$ cat config.mk
export PLATFORM = sky130hd
export DESIGN_NAME = control_unit_flat
export DESIGN_NICKNAME = d
export VERILOG_FILES = /design/src/rtl/control_unit_if.sv /design/src/rtl/control_unit.sv /design/src/flat_wrapper.sv
export SDC_FILE = /design/constraint.sdc
export NUM_CORES = 1
export LEC_CHECK = 0
export BUFFER_PORTS_ARGS = -buffer_cell sky130_fd_sc_hd__clkbuf_2
export CAP_MARGIN = 20
export CORE_MARGIN = 3
export CORE_UTILIZATION = 52
export DETAILED_ROUTE_END_ITERATION = 10
export PLACE_DENSITY = 0.93
export SLEW_MARGIN = 5
export SYNTH_ARGS = -nofsm -noshare
export SYNTH_HDL_FRONTEND = slang
export SYNTH_SLANG_ARGS = --single-unit
export TNS_END_PERCENT = 20
$ cat constraint.sdc
create_clock -name clock -period 2.7 [get_ports clock]
set_input_delay 0.54 -clock clock [delete_from_list [all_inputs] [get_ports clock]]
set_output_delay 0.54 -clock clock [all_outputs]
set_load 0.005 [all_outputs]
$ cat src/rtl/control_unit_if.sv
// control_unit_if: bundles the sequencer inputs (IR, CON, stop) and every
// datapath control output between control_unit (master) and datapath (slave).
//   IR     instruction register contents, opcode in IR[31:27]
//   CON    branch-condition flip-flop output
//   stop   halt request, honoured only at the T0 boundary
//   Run    1 while sequencing, 0 in HALT
//   ALUop  ALU operation select
//   others one-cycle datapath strobes
interface control_unit_if #(parameter int OPW = 5);
    logic [31:0] IR;
    logic CON, stop, Run;
    logic [OPW-1:0] ALUop;
    logic PCout, PCin, IncPC, MARin, MDRin, MDRout, MDRread, RAMwrite, IRin;
    logic RYin, RZinLo, RZinHi, RZoutLo, RZoutHi, HIin, LOin, HIout, LOout;
    logic Gra, Grb, Grc, Rin, Rout, BAout, RCout, CONin;
    modport master (
        input IR, CON, stop,
        output Run, ALUop, PCout, PCin, IncPC, MARin, MDRin, MDRout, MDRread, RAMwrite, IRin,
        output RYin, RZinLo, RZinHi, RZoutLo, RZoutHi, HIin, LOin, HIout, LOout,
        output Gra, Grb, Grc, Rin, Rout, BAout, RCout, CONin
    );
    modport slave (
        output IR, CON, stop,
        input Run, ALUop, PCout, PCin, IncPC, MARin, MDRin, MDRout, MDRread, RAMwrite, IRin,
        input RYin, RZinLo, RZinHi, RZoutLo, RZoutHi, HIin, LOin, HIout, LOout,
        input Gra, Grb, Grc, Rin, Rout, BAout, RCout, CONin
    );
endinterface

$ cat src/rtl/control_unit.sv
// control_unit: Moore hardwired sequencer for the Mini SRC CPU.
//   clock  rising-edge clock
//   clear  asynchronous active-low reset (state T0, strobes 0, Run=1)
//   bus    control_unit_if master: IR/CON/stop in, Run/ALUop/strobes out
// Fetch T0-T2, per-opcode execute T3-T7, back to T0; HALT on halt opcode or stop.
module control_unit #(
    parameter int OPW = 5,
    parameter logic [OPW-1:0] ADD_OP = 5'b00011
) (
    input logic clock,
    input logic clear,
    control_unit_if.master bus
);
    typedef enum logic [3:0] {T0, T1, T2, T3, T4, T5, T6, T7, HALT} stateT;
    typedef struct packed {
        logic Run;
        logic [OPW-1:0] ALUop;
        logic PCout, PCin, IncPC, MARin, MDRin, MDRout, MDRread, RAMwrite, IRin;
        logic RYin, RZinLo, RZinHi, RZoutLo, RZoutHi, HIin, LOin, HIout, LOout;
        logic Gra, Grb, Grc, Rin, Rout, BAout, RCout, CONin;
    } outT;

    // state names the step whose strobes are loaded on the next edge, so the
    // registered outputs always show the strobes of the step just entered
    stateT state, nxState;
    outT outs, nx;
    logic [OPW-1:0] op;
    logic isAlu, isImm, isMulDiv, isNeg, isLd, isLdi, isSt, isBr, isJr, isMfhi, isMflo, isHalt;
    logic unusedIrBits;

    assign op = bus.IR[31:32-OPW];
    assign unusedIrBits = ^bus.IR[31-OPW:0];
    assign isAlu = op >= 5'd3 && op <= 5'd11;
    assign isImm = op >= 5'd12 && op <= 5'd14;
    assign isMulDiv = op == 5'd15 || op == 5'd16;
    assign isNeg = op == 5'd17 || op == 5'd18;
    assign isLd = op == 5'd0;
    assign isLdi = op == 5'd1;
    assign isSt = op == 5'd2;
    assign isBr = op == 5'd19;
    assign isJr = op == 5'd20;
    assign isMfhi = op == 5'd24;
    assign isMflo = op == 5'd25;
    assign isHalt = op == 5'd27;

    always_comb begin
        nx = '0;
        nx.Run = 1'b1;
        nxState = T0;
        if (state inside {T3, T4, T5, T6, T7})
            nx.ALUop = (isAlu || isImm || isMulDiv || isNeg) ? op : ADD_OP;
        case (state)
            T0: begin
                if (stop_t0()) begin
                    nx.Run = 1'b0;
                    nxState = HALT;
                end else begin
                    {nx.PCout, nx.MARin, nx.IncPC} = 3'b111;
                    nxState = T1;
                end
            end
            T1: begin
                {nx.MDRread, nx.MDRin} = 2'b11;
                nxState = T2;
            end
            T2: begin
                {nx.MDRout, nx.IRin} = 2'b11;
                nxState = T3;
            end
            T3: begin
                nxState = T4;
                if (isAlu || isImm) {nx.Grb, nx.Rout, nx.RYin} = 3'b111;
                else if (isMulDiv) {nx.Gra, nx.Rout, nx.RYin} = 3'b111;
                else if (isNeg) {nx.Grb, nx.Rout, nx.RZinLo} = 3'b111;
                else if (isLd || isLdi || isSt) {nx.Grb, nx.BAout, nx.RYin} = 3'b111;
                else if (isBr) {nx.Gra, nx.Rout, nx.CONin} = 3'b111;
                else begin
                    nxState = isHalt ? HALT : T0;
                    if (isJr) {nx.Gra, nx.Rout, nx.PCin} = 3'b111;
                    if (isMfhi) {nx.HIout, nx.Gra, nx.Rin} = 3'b111;
                    if (isMflo) {nx.LOout, nx.Gra, nx.Rin} = 3'b111;
                end
            end
            T4: begin
                nxState = T5;
                if (isAlu) {nx.Grc, nx.Rout, nx.RZinLo} = 3'b111;
                else if (isImm || isLd || isLdi || isSt) {nx.RCout, nx.RZinLo} = 2'b11;
                else if (isMulDiv) {nx.Grb, nx.Rout, nx.RZinLo, nx.RZinHi} = 4'b1111;
                else if (isBr) {nx.PCout, nx.RYin} = 2'b11;
                else begin
                    nxState = T0;
                    if (isNeg) {nx.RZoutLo, nx.Gra, nx.Rin} = 3'b111;
                end
            end
            T5: begin
                nxState = T6;
                if (isMulDiv) {nx.RZoutLo, nx.LOin} = 2'b11;
                else if (isLd || isSt) {nx.RZoutLo, nx.MARin} = 2'b11;
                else if (isBr) {nx.RCout, nx.RZinLo} = 2'b11;
                else begin
                    nxState = T0;
                    if (isAlu || isImm || isLdi) {nx.RZoutLo, nx.Gra, nx.Rin} = 3'b111;
                end
            end
            T6: begin
                nxState = (isLd || isSt) ? T7 : T0;
                if (isMulDiv) {nx.RZoutHi, nx.HIin} = 2'b11;
                if (isLd) {nx.MDRread, nx.MDRin} = 2'b11;
                if (isSt) {nx.Gra, nx.Rout, nx.MDRin} = 3'b111;
                // branch target only taken when the condition flop is set
                if (isBr && bus.CON) {nx.RZoutLo, nx.PCin} = 2'b11;
            end
            T7: begin
                if (isLd) {nx.MDRout, nx.Gra, nx.Rin} = 3'b111;
                if (isSt) nx.RAMwrite = 1'b1;
            end
            HALT: begin
                nx.Run = 1'b0;
                nxState = HALT;
            end
            default: ;
        endcase
    end

    function automatic logic stop_t0();
        return bus.stop;
    endfunction

    always_ff @(posedge clock or negedge clear) begin
        if (!clear) begin
            state <= T0;
            outs <= '0;
            outs.Run <= 1'b1;
        end else begin
            state <= nxState;
            outs <= nx;
        end
    end

    assign bus.Run = outs.Run;
    assign bus.ALUop = outs.ALUop;
    assign bus.PCout = outs.PCout;
    assign bus.PCin = outs.PCin;
    assign bus.IncPC = outs.IncPC;
    assign bus.MARin = outs.MARin;
    assign bus.MDRin = outs.MDRin;
    assign bus.MDRout = outs.MDRout;
    assign bus.MDRread = outs.MDRread;
    assign bus.RAMwrite = outs.RAMwrite;
    assign bus.IRin = outs.IRin;
    assign bus.RYin = outs.RYin;
    assign bus.RZinLo = outs.RZinLo;
    assign bus.RZinHi = outs.RZinHi;
    assign bus.RZoutLo = outs.RZoutLo;
    assign bus.RZoutHi = outs.RZoutHi;
    assign bus.HIin = outs.HIin;
    assign bus.LOin = outs.LOin;
    assign bus.HIout = outs.HIout;
    assign bus.LOout = outs.LOout;
    assign bus.Gra = outs.Gra;
    assign bus.Grb = outs.Grb;
    assign bus.Grc = outs.Grc;
    assign bus.Rin = outs.Rin;
    assign bus.Rout = outs.Rout;
    assign bus.BAout = outs.BAout;
    assign bus.RCout = outs.RCout;
    assign bus.CONin = outs.CONin;
endmodule

$ cat src/flat_wrapper.sv
// flat-port wrapper written by rule: the top's interface ports become plain ports
module control_unit_flat 
#(
    parameter int OPW = 5,
    parameter logic [OPW-1:0] ADD_OP = 5'b00011
)
  (clock, clear, bus_IR, bus_CON, bus_stop, bus_Run, bus_ALUop, bus_PCout, bus_PCin, bus_IncPC, bus_MARin, bus_MDRin, bus_MDRout, bus_MDRread, bus_RAMwrite, bus_IRin, bus_RYin, bus_RZinLo, bus_RZinHi, bus_RZoutLo, bus_RZoutHi, bus_HIin, bus_LOin, bus_HIout, bus_LOout, bus_Gra, bus_Grb, bus_Grc, bus_Rin, bus_Rout, bus_BAout, bus_RCout, bus_CONin);
  control_unit_if #(.OPW(OPW)) bus_i ();
  input logic clock;
  input logic clear;
  input wire logic [$bits(bus_i.IR)-1:0] bus_IR;
  input wire logic [$bits(bus_i.CON)-1:0] bus_CON;
  input wire logic [$bits(bus_i.stop)-1:0] bus_stop;
  output wire logic [$bits(bus_i.Run)-1:0] bus_Run;
  output wire logic [$bits(bus_i.ALUop)-1:0] bus_ALUop;
  output wire logic [$bits(bus_i.PCout)-1:0] bus_PCout;
  output wire logic [$bits(bus_i.PCin)-1:0] bus_PCin;
  output wire logic [$bits(bus_i.IncPC)-1:0] bus_IncPC;
  output wire logic [$bits(bus_i.MARin)-1:0] bus_MARin;
  output wire logic [$bits(bus_i.MDRin)-1:0] bus_MDRin;
  output wire logic [$bits(bus_i.MDRout)-1:0] bus_MDRout;
  output wire logic [$bits(bus_i.MDRread)-1:0] bus_MDRread;
  output wire logic [$bits(bus_i.RAMwrite)-1:0] bus_RAMwrite;
  output wire logic [$bits(bus_i.IRin)-1:0] bus_IRin;
  output wire logic [$bits(bus_i.RYin)-1:0] bus_RYin;
  output wire logic [$bits(bus_i.RZinLo)-1:0] bus_RZinLo;
  output wire logic [$bits(bus_i.RZinHi)-1:0] bus_RZinHi;
  output wire logic [$bits(bus_i.RZoutLo)-1:0] bus_RZoutLo;
  output wire logic [$bits(bus_i.RZoutHi)-1:0] bus_RZoutHi;
  output wire logic [$bits(bus_i.HIin)-1:0] bus_HIin;
  output wire logic [$bits(bus_i.LOin)-1:0] bus_LOin;
  output wire logic [$bits(bus_i.HIout)-1:0] bus_HIout;
  output wire logic [$bits(bus_i.LOout)-1:0] bus_LOout;
  output wire logic [$bits(bus_i.Gra)-1:0] bus_Gra;
  output wire logic [$bits(bus_i.Grb)-1:0] bus_Grb;
  output wire logic [$bits(bus_i.Grc)-1:0] bus_Grc;
  output wire logic [$bits(bus_i.Rin)-1:0] bus_Rin;
  output wire logic [$bits(bus_i.Rout)-1:0] bus_Rout;
  output wire logic [$bits(bus_i.BAout)-1:0] bus_BAout;
  output wire logic [$bits(bus_i.RCout)-1:0] bus_RCout;
  output wire logic [$bits(bus_i.CONin)-1:0] bus_CONin;
  assign bus_i.IR = bus_IR;
  assign bus_i.CON = bus_CON;
  assign bus_i.stop = bus_stop;
  assign bus_Run = bus_i.Run;
  assign bus_ALUop = bus_i.ALUop;
  assign bus_PCout = bus_i.PCout;
  assign bus_PCin = bus_i.PCin;
  assign bus_IncPC = bus_i.IncPC;
  assign bus_MARin = bus_i.MARin;
  assign bus_MDRin = bus_i.MDRin;
  assign bus_MDRout = bus_i.MDRout;
  assign bus_MDRread = bus_i.MDRread;
  assign bus_RAMwrite = bus_i.RAMwrite;
  assign bus_IRin = bus_i.IRin;
  assign bus_RYin = bus_i.RYin;
  assign bus_RZinLo = bus_i.RZinLo;
  assign bus_RZinHi = bus_i.RZinHi;
  assign bus_RZoutLo = bus_i.RZoutLo;
  assign bus_RZoutHi = bus_i.RZoutHi;
  assign bus_HIin = bus_i.HIin;
  assign bus_LOin = bus_i.LOin;
  assign bus_HIout = bus_i.HIout;
  assign bus_LOout = bus_i.LOout;
  assign bus_Gra = bus_i.Gra;
  assign bus_Grb = bus_i.Grb;
  assign bus_Grc = bus_i.Grc;
  assign bus_Rin = bus_i.Rin;
  assign bus_Rout = bus_i.Rout;
  assign bus_BAout = bus_i.BAout;
  assign bus_RCout = bus_i.RCout;
  assign bus_CONin = bus_i.CONin;
  control_unit #(.OPW(OPW), .ADD_OP(ADD_OP)) u_core (.clock(clock), .clear(clear), .bus(bus_i));
endmodule
Word level (Yosys, flattened, before mapping)
Index checks and enable logic that the tools add are counted.
- equality and inequality tests: 19
- mux-type cells: 120
- reduce and logical (&&, ||, !) cells: 18
- order comparisons: 4
- operators by type and width (operator ; number):
    1-bit 2-to-1 mux ; 72
    4-bit 2-to-1 mux ; 12
    5-bit == test, second input constant ; 8
    4-bit case mux with 8 select lines ; 1
    2-bit 2-to-1 mux ; 12
    1-bit case mux with 2 select lines ; 10
    3-bit 2-to-1 mux ; 6
    4-bit by 3-bit == test with 1-bit output, second input constant ; 4
    1-bit logical OR ; 12
    5-bit by 4-bit less-or-equal comparator with 1-bit output, second input constant ; 2
    5-bit 2-to-1 mux ; 2
    1-bit case mux with 3 select lines ; 3
    4-bit by 2-bit == test with 1-bit output, second input constant ; 2
    5-bit by 1-bit == test with 1-bit output, second input constant ; 1
    5-bit by 2-bit == test with 1-bit output, second input constant ; 1
    5-bit by 4-bit == test with 1-bit output, second input constant ; 1
    5-bit by 2-bit greater-or-equal comparator with 1-bit output, second input constant ; 1
    5-bit by 4-bit greater-or-equal comparator with 1-bit output, second input constant ; 1
    5-bit zero test ; 1
    1-bit case mux with 5 select lines ; 1
    5-bit nonzero test ; 1
    4-bit by 1-bit == test with 1-bit output, second input constant ; 1
    4-bit == test, second input constant ; 1
    4-bit zero test ; 1
    2 further kinds ; 4
- logic and storage cells: 190
- input port bits: 36
- output and inout port bits: 32
- register bits after elaboration: 36

Depth between registers and ports, before layout
Gate-level depths: netlist of run 1.
- depth after elaboration: 10
- mapped depth: 6
- gate-level depth less buffers: 4

Worst setup path before layout of run 1
No wires, ideal clock.
- kind: input -> register
- start point: input bus_IR[28]
- end point: register u_core.state[2]
- data arrival time: 1431 ps
- path buffers: 2
- stages: 6
- required time: 2558 ps
- slack: 1128 ps
- setup time: 142 ps
- cells stage by stage: buf_2 > and2_1 > buf_6 > o211a_1 > a31oi_1 > o2111ai_1
- longest elaborated chain between the ends: 8
- elaborated cells between the ends (all ways): 37
- those cells by class: order compare (4); eq/ne (7); mux (14); reduce/logical (12)
- ends and longest elaborated chain (what ; RTL line ; source):
    start: declaration ; flat_wrapper.sv:11 ; input wire logic [$bits(bus_i.IR)-1:0] bus_IR;
    5-bit by 4-bit greater-or-equal comparator with 1-bit output (tied with other cells) ; control_unit.sv:34 ; assign isImm = op >= 5'd12 && op <= 5'd14;
    1-bit logical AND or 1-bit logical OR (tied branches) ; control_unit.sv:34, control_unit.sv:75 ;
    1-bit logical OR (on tied branches) ; control_unit.sv:87, control_unit.sv:75 ;
    1-bit logical OR or 4-bit 2-to-1 mux (tied branches) ; control_unit.sv:87, control_unit.sv:75 ;
    1-bit logical OR or 4-bit 2-to-1 mux (tied branches) ; control_unit.sv:87, control_unit.sv:74 ;
    4-bit 2-to-1 mux (on tied branches) ; control_unit.sv:87, control_unit.sv:73 ;
    4-bit 2-to-1 mux (on tied branches) ; control_unit.sv:86, control_unit.sv:72 ;
    4-bit case mux with 8 select lines * ; control_unit.sv:52 ; case (state)
    named net u_core.nxState[2] ; control_unit.sv:25 ; stateT state, nxState;
    end signal: assignment ; control_unit.sv:135 ; state <= nxState;
    end: declaration ; control_unit.sv:25 ;
Mark *: on every way through the listed nets, which the timed path passes. The rest lies on a longest branch.

==> results.md, run 1 <==
* Status: completed
* Simple-Gate Fraction of Synth Area at 24.46%
* Pwr dens at 637.0 nW/µm²
* Slew Limit Fails at 0
* Largest net degree at the start of global routing at 36
* Fin crit share at 64.79%
* Clock H-tree levels at 2
* Seq cells post-synth at 35
* Die Wd at 64.93 µm
* GRT Total Usage at 20.30%
* Diodes inserted at 0
* Post-synthesis cell type count at 54
* Drt via density at 6.154
* Synth Flop Type: dfrtp_1
* YS warnings at 0
* Max reg flops at 5
* Commonest non-fill, non-tap cell in the layout: clkbuf_2
* Worst Skew at 0.01865 ns
* Synth Area in Adders at 0%
* Total power at 1.272 mW
* Sequential cell area fraction in the yosys report at 48.58%
* Final setup margin at 0.9507 ns
* Max cap viols at 0
* Clk sinks at 35
* Hold Crit Class: input pin to async pin
* Main combinational cell family by area after synthesis: simple AND/OR/NAND/NOR gates
* Post-synthesis mux area share at 0.5544%
* CP arrival at 2.00 ns
* Commonest cells after routing, fill and taps aside: clkbuf_2, dfrtp_1, nor2_1, nand2_1, a21oi_1
* Vias in the first global route at 1427
* Vias at 1557
* Crit start category: flop
* Clk slew on worst S/H paths at 0.11 ns
* Net Count, Synth at 213
* DR WL/cell at 15.80 µm
* Final instance area at 1997 µm²
* Crit. End Element: flop
* Die height at 64.93 µm
* Fin crit period at 1.749 ns
* Post-detail-place hpwl at 2795 µm
* Cts bufs inserted at 5
* Final Hold Fails at 0
* Clk_lat worst skew at 0.34 ns
* FFs w/ async S/R, synth at 100.0%
* Final setup fails at 0
* Post-synth top area share at 47.12%
* WP data required at 2.95 ns
* Total grt overflow at 0
* Peak Freq at 0.5716 GHz
* Die ar. at 4215 µm²
* Yosys top cell by area: dfrtp_1
* Worst Path Max Fanout at 17
* Synthesized area at 1805 µm²
* Crit Path Class: flop to flop
* Drt pass-1 iters at 8
* Post-CTS Setup Inserts at 0
* Setup TNS at 0 ns
* Number of antenna violations at the first check in global routing at 0
* CTS tree: yes
* Slew HR at 45.98%
* Clk buf depth at 2
* Slew @ Worst Pin at 0.8103 ns
* Placed cell area at 1947 µm²
* First-pass GRT wire length at 6630 µm
* # DRC at 0
* I/O Pins at 68
* Antenna viol nets, final at 0
* # port buffers at 40
* Hold_buf cts at 0
* Leakage at 0.9510 nW
* Setup WS pre-CTS at 0.7478 ns
* Final wirelength at 3997 µm
* Starting Density at 56.81%
* Final GP Congestion at 0.9084
* Top post-synthesis cells by area: dfrtp_1, nor2_1, a21oi_1
* Final nets at 244
* Area share of xor/xnor cells in the synthesized design at 0.4851%
* Root buffer cell: clkbuf_4
* Compound-Gate Fraction of Synth Area at 18.36%
* DRT iter0 DRCs at 185
* Layout cells sized above 1 at 27.27%
* Cts repair resizes at 0
* Post-synth EDFFs at 0
* RSZ-0062 raised after global routing: no
* Mapped Cells at 177
* Area Growth Syn to Fin at 10.60%
* Peak supply drop at 0.2385 mV
* Syn_area_per_cell at 10.20 µm²
* Core Region at 3178 µm²
* Row count at 20
[Yosys cell counts, types with 2 or more instances]
cell,n
dfrtp_1,34
nor2_1,18
nand2_1,11
a21oi_1,10
o21ai_0,9
buf_2,7
inv_1,6
o22ai_1,5
a31oi_1,4
buf_4,4
buf_6,4
nand3_1,4
nand4_1,4
nor3_1,4
nand2b_1,3
nor4_1,3
o41ai_1,3
or3_1,3
and3_1,2
o211ai_1,2
o21ai_1,2
o31a_1,2
or2b_1,2
[metal layers]
layer	part of all wire (%)	up-vias	global-route usage [%]	wire length [µm]
li1	-	706	-	-
met1	39	719	26.28	1572
met2	46	109	32.57	1844
met3	11	23	5.199	422
met4	4.0	0	7.652	159
met5	0	-	0	0
[power by group]
| part | internal (mW) | total, mW | switching (mW) | leakage, nW |
|---|---|---|---|---|
| Clock | 0.101 | 0.260 | 0.158 | 0.0293 |
| Sequential | 0.599 | 0.705 | 0.107 | 0.477 |
| Combinational | 0.139 | 0.307 | 0.168 | 0.444 |
[worst paths after layout]
path                                  from  cells past startpoint  slack (ns)             endpoint
setup / recovery           u_core.state[1]                      3        0.95     u_core.bus.LOout
hold / removal                       clear                      1        0.27      u_core.bus.IRin
setup reg to reg           u_core.state[1]                      3        0.95     u_core.bus.LOout
hold reg to reg            u_core.state[3]                      1        0.75     u_core.bus.MDRin
max in group asynchronous            clear                      1        1.90  u_core.bus.ALUop[0]
min in group clock                bus_stop                      2        0.41       u_core.bus.Run
[cell type report]
class                           count  area (µm²)
Sequential cell                    35       877.1
Multi-Input combinational cell    120       792.0
Fill cell                         259        1181
Clock inverter                      1       5.005
Timing Repair Buffer               40       200.2
Tap cell                           44       55.05
Inverter                            6       22.52
Clock buffer                        7       45.04
[stage by stage]
stage          util [%]  hold slack, ns  std cells
6_report          62.83          0.2746        253
5_1_grt           62.83          0.3528        253
4_1_cts           62.83          0.2995        253
3_5_place_dp      61.26          0.6611        245
3_3_place_gp      61.26          0.6447        245
2_1_floorplan         -          0.2444        177
[cell families (layout without fill, tap and decap cells)]
family                 after synthesis  count (layout)
AND/OR/NAND/NOR                     71              71
AO/OA/AOI/OAI                       47              47
flip-flops                          35              35
buffers and inverters               22              54
XOR/XNOR                             1               1
multiplexers                         1               1
[critical path, cell delays in order (launching register included)]
cell,delay [ns]
dfrtp_1,0.74
and4bb_2,0.40
nand4_1,0.25
nor3b_1,0.27
(Power assumes the default switching activity.)
==> run 2: changes to the inputs <==
--- a/config.mk
+++ b/config.mk
@@ -8,9 +8,9 @@
 export BUFFER_PORTS_ARGS = -buffer_cell sky130_fd_sc_hd__clkbuf_2
 export CAP_MARGIN = 20
 export CORE_MARGIN = 3
-export CORE_UTILIZATION = 52
+export CORE_UTILIZATION = 49
 export DETAILED_ROUTE_END_ITERATION = 10
-export PLACE_DENSITY = 0.93
+export PLACE_DENSITY = 0.89
 export SLEW_MARGIN = 5
 export SYNTH_ARGS = -nofsm -noshare
 export SYNTH_HDL_FRONTEND = slang
==> constraint.sdc (replaced) <==
create_clock -name clock -period 1.7 [get_ports clock]
set_input_delay 0.34 -clock clock [delete_from_list [all_inputs] [get_ports clock]]
set_output_delay 0.34 -clock clock [all_outputs]
set_load 0.005 [all_outputs]
==> run 2 against run 1 <==
  * Via count grew 5.8%
  * Clock power grew 110%
  * Sequential power increased by 55%
  * Critical path depth is 2 higher
  * Routed wire length up 7.9%
  * Count of clock-buffer cells in the layout did not move
  * Largest power group unchanged
  * Cell count increased by 6.7%
  * Critical path type unchanged
  * Register-to-register slack got worse by 0.81 ns
  * Hold slack improved by 0.019 ns
  * Cell area up 8.1%
  * Core utilization fell by 0.094 points
==> results.md, run 2 (synthesis gave the netlist of run 1 again) <==
* Post-detail-place hpwl at 3043 µm (+8.9%)
* Die height at 66.70 µm (+2.7%)
* Starting Density at 52.45% (-4.4 points)
* Cts bufs inserted at 5 (unchanged)
* DR WL/cell at 15.97 µm (+1.1%)
* Fillers at 265 (+2.3%)
* First-pass GRT wire length at 6920 µm (+4.4%)
* Slew @ Worst Pin at 0.4351 ns (-0.3752 ns)
* Drt pass-1 iters at 5 (-3)
* RSZ-0062 raised after global routing: no
* Largest net degree at the start of global routing at 20 (-44%)
* Root buffer cell: clkbuf_8
* Final wirelength at 4313 µm (+7.9%)
* Clock H-tree levels at 2 (unchanged)
* Commonest non-fill, non-tap cell in the layout: clkbuf_2
* Clk buf depth at 2 (unchanged)
* CTS tree: yes
* CP arrival at 1.70 ns (-0.30 ns)
* # port buffers at 40 (unchanged)
* Peak supply drop at 0.4743 mV (+99%)
* Crit. End Element: flop
* Leakage at 1.040 nW (+9.4%)
* Final setup fails at 0 (unchanged)
* Number of antenna violations at the first check in global routing at 0 (unchanged)
* Worst Path Max Fanout at 10 (-7)
* I/O Pins at 68 (unchanged)
* Status: completed
* Pwr dens at 1045 nW/µm² (+64%)
* Die ar. at 4449 µm² (+5.5%)
* Die Wd at 66.70 µm (+2.7%)
* Slew Limit Fails at 0 (unchanged)
* GRT Total Usage at 20.92% (+0.62 points)
* Crit start category: flop
* # DRC at 0 (unchanged)
* Antenna viol nets, final at 0 (unchanged)
* Core Region at 3442 µm² (+8.3%)
* WP data required at 1.84 ns (-1.11 ns)
* Final Util at 62.74% (-0.094 points)
* Area Growth Syn to Fin at 19.61%
* Total power at 2.256 mW (+77%)
* Crit Path Class: flop to flop
* Setup TNS at 0 ns (unchanged)
* Row count at 21 (+5.0%)
* Clk slew on worst S/H paths at 0.06 ns (-0.05 ns)
* Final GP Congestion at 0.9205 (+1.3%)
* WHS at 0.2941 ns (+0.01945 ns)
* Drt via density at 6.100 (-0.88%)
* Worst Skew at 0.003214 ns (-0.01544 ns)
* Clk_lat worst skew at 0.28 ns (-0.06 ns)
* Vias at 1647 (+5.8%)
* Final nets at 259 (+6.1%)
* Max cap viols at 0 (unchanged)
* Layout cells sized above 1 at 32.14% (+4.9 points)
* Slew HR at 70.99% (+25 points)
* DRT iter0 DRCs at 163 (-12%)
* Diodes inserted at 0 (unchanged)
* Max reg flops at 5 (unchanged)
* Clk sinks at 35 (unchanged)
* Post-CTS Setup Inserts at 0 (unchanged)
* Fin crit share at 91.57% (+27 points)
* Commonest cells after routing, fill and taps aside: clkbuf_2, dfrtp_1, nor2_1, buf_4, nand2_1
* Peak Freq at 0.6424 GHz (+12%)
* Final Hold Fails at 0 (unchanged)
* Hold Crit Class: input pin to flop
* Fin crit period at 1.557 ns (-0.1926 ns)
* Total grt overflow at 0 (unchanged)
* Vias in the first global route at 1471 (+3.1%)
run 2: changes by cell type in the layout (fill, tap and decap cells not counted):
cell	before	now
dfrtp_1	34	33
dlygate4sd3_1	0	1
buf_4	0	13
dfrtp_2	0	1
clkbuf_4	5	0
clkbuf_8	0	5
buf_12	0	1
run 2: what timing repair did:
action / 4_1_cts / 5_1_grt
endpoints found under the setup margin: 0 / 4
resized for setup: 0 / 1
hold endpoints to repair: 15 / 0
hold buffers: 1 / 0
run 2: per-layer routing:
layer,GRT usage [%],vias to the layer above,share of wire [%]
met5,0,-,0
met4,10.41,0,3.9
met3,4.553,29,9.7
met2,33.29,118,48
met1,26.66,763,38
li1,-,737,-
run 2: worst max-delay path, stage by stage (launching register included):
cell and delay, ns:
dfrtp_1 0.56, nand2b_2 0.29, buf_4 0.16, nor2_1 0.04, a31oi_1 0.24, o2111ai_1 0.13
run 2: power by group:
part	internal, mW	switching (mW)
clock network	0.287	0.258
logic	0.289	0.333
registers	0.955	0.134
run 2: area by class of cell:
type	count	area [µm²]	share of cell area [%]
clock buffer	7	76.32	3.534
timing repair buffer	55	327.8	15.18
inverter	6	22.52	1.043
sequential	35	878.3	40.67
multi-input combinational	120	792.0	36.67
tap	46	57.56	2.665
clock inverter	1	5.005	0.2317
run 2: through the flow:
step                      area [µm²]  cells  worst slack [ns]
after detailed placement        2067    261           0.07397
after global placement          2067    261           0.09885
after CTS                       2158    270            0.1004
after floorplan                 1805    177            0.3277
final                           2160    270            0.1433
after global routing            2160    270           0.05855
run 2: final timing paths:
kind	slack (ns)	cells past startpoint	end	from
max	0.14	5	u_core.state[2]	u_core.state[3]
min	0.29	2	u_core.bus.Run	bus_stop
max reg2reg	0.14	5	u_core.state[2]	u_core.state[3]
min reg2reg	0.71	1	u_core.bus.ALUop[2]	u_core.state[3]
max in group asynchronous	0.74	3	u_core.bus.ALUop[4]	clear
min in group asynchronous	0.53	2	u_core.state[0]	clear
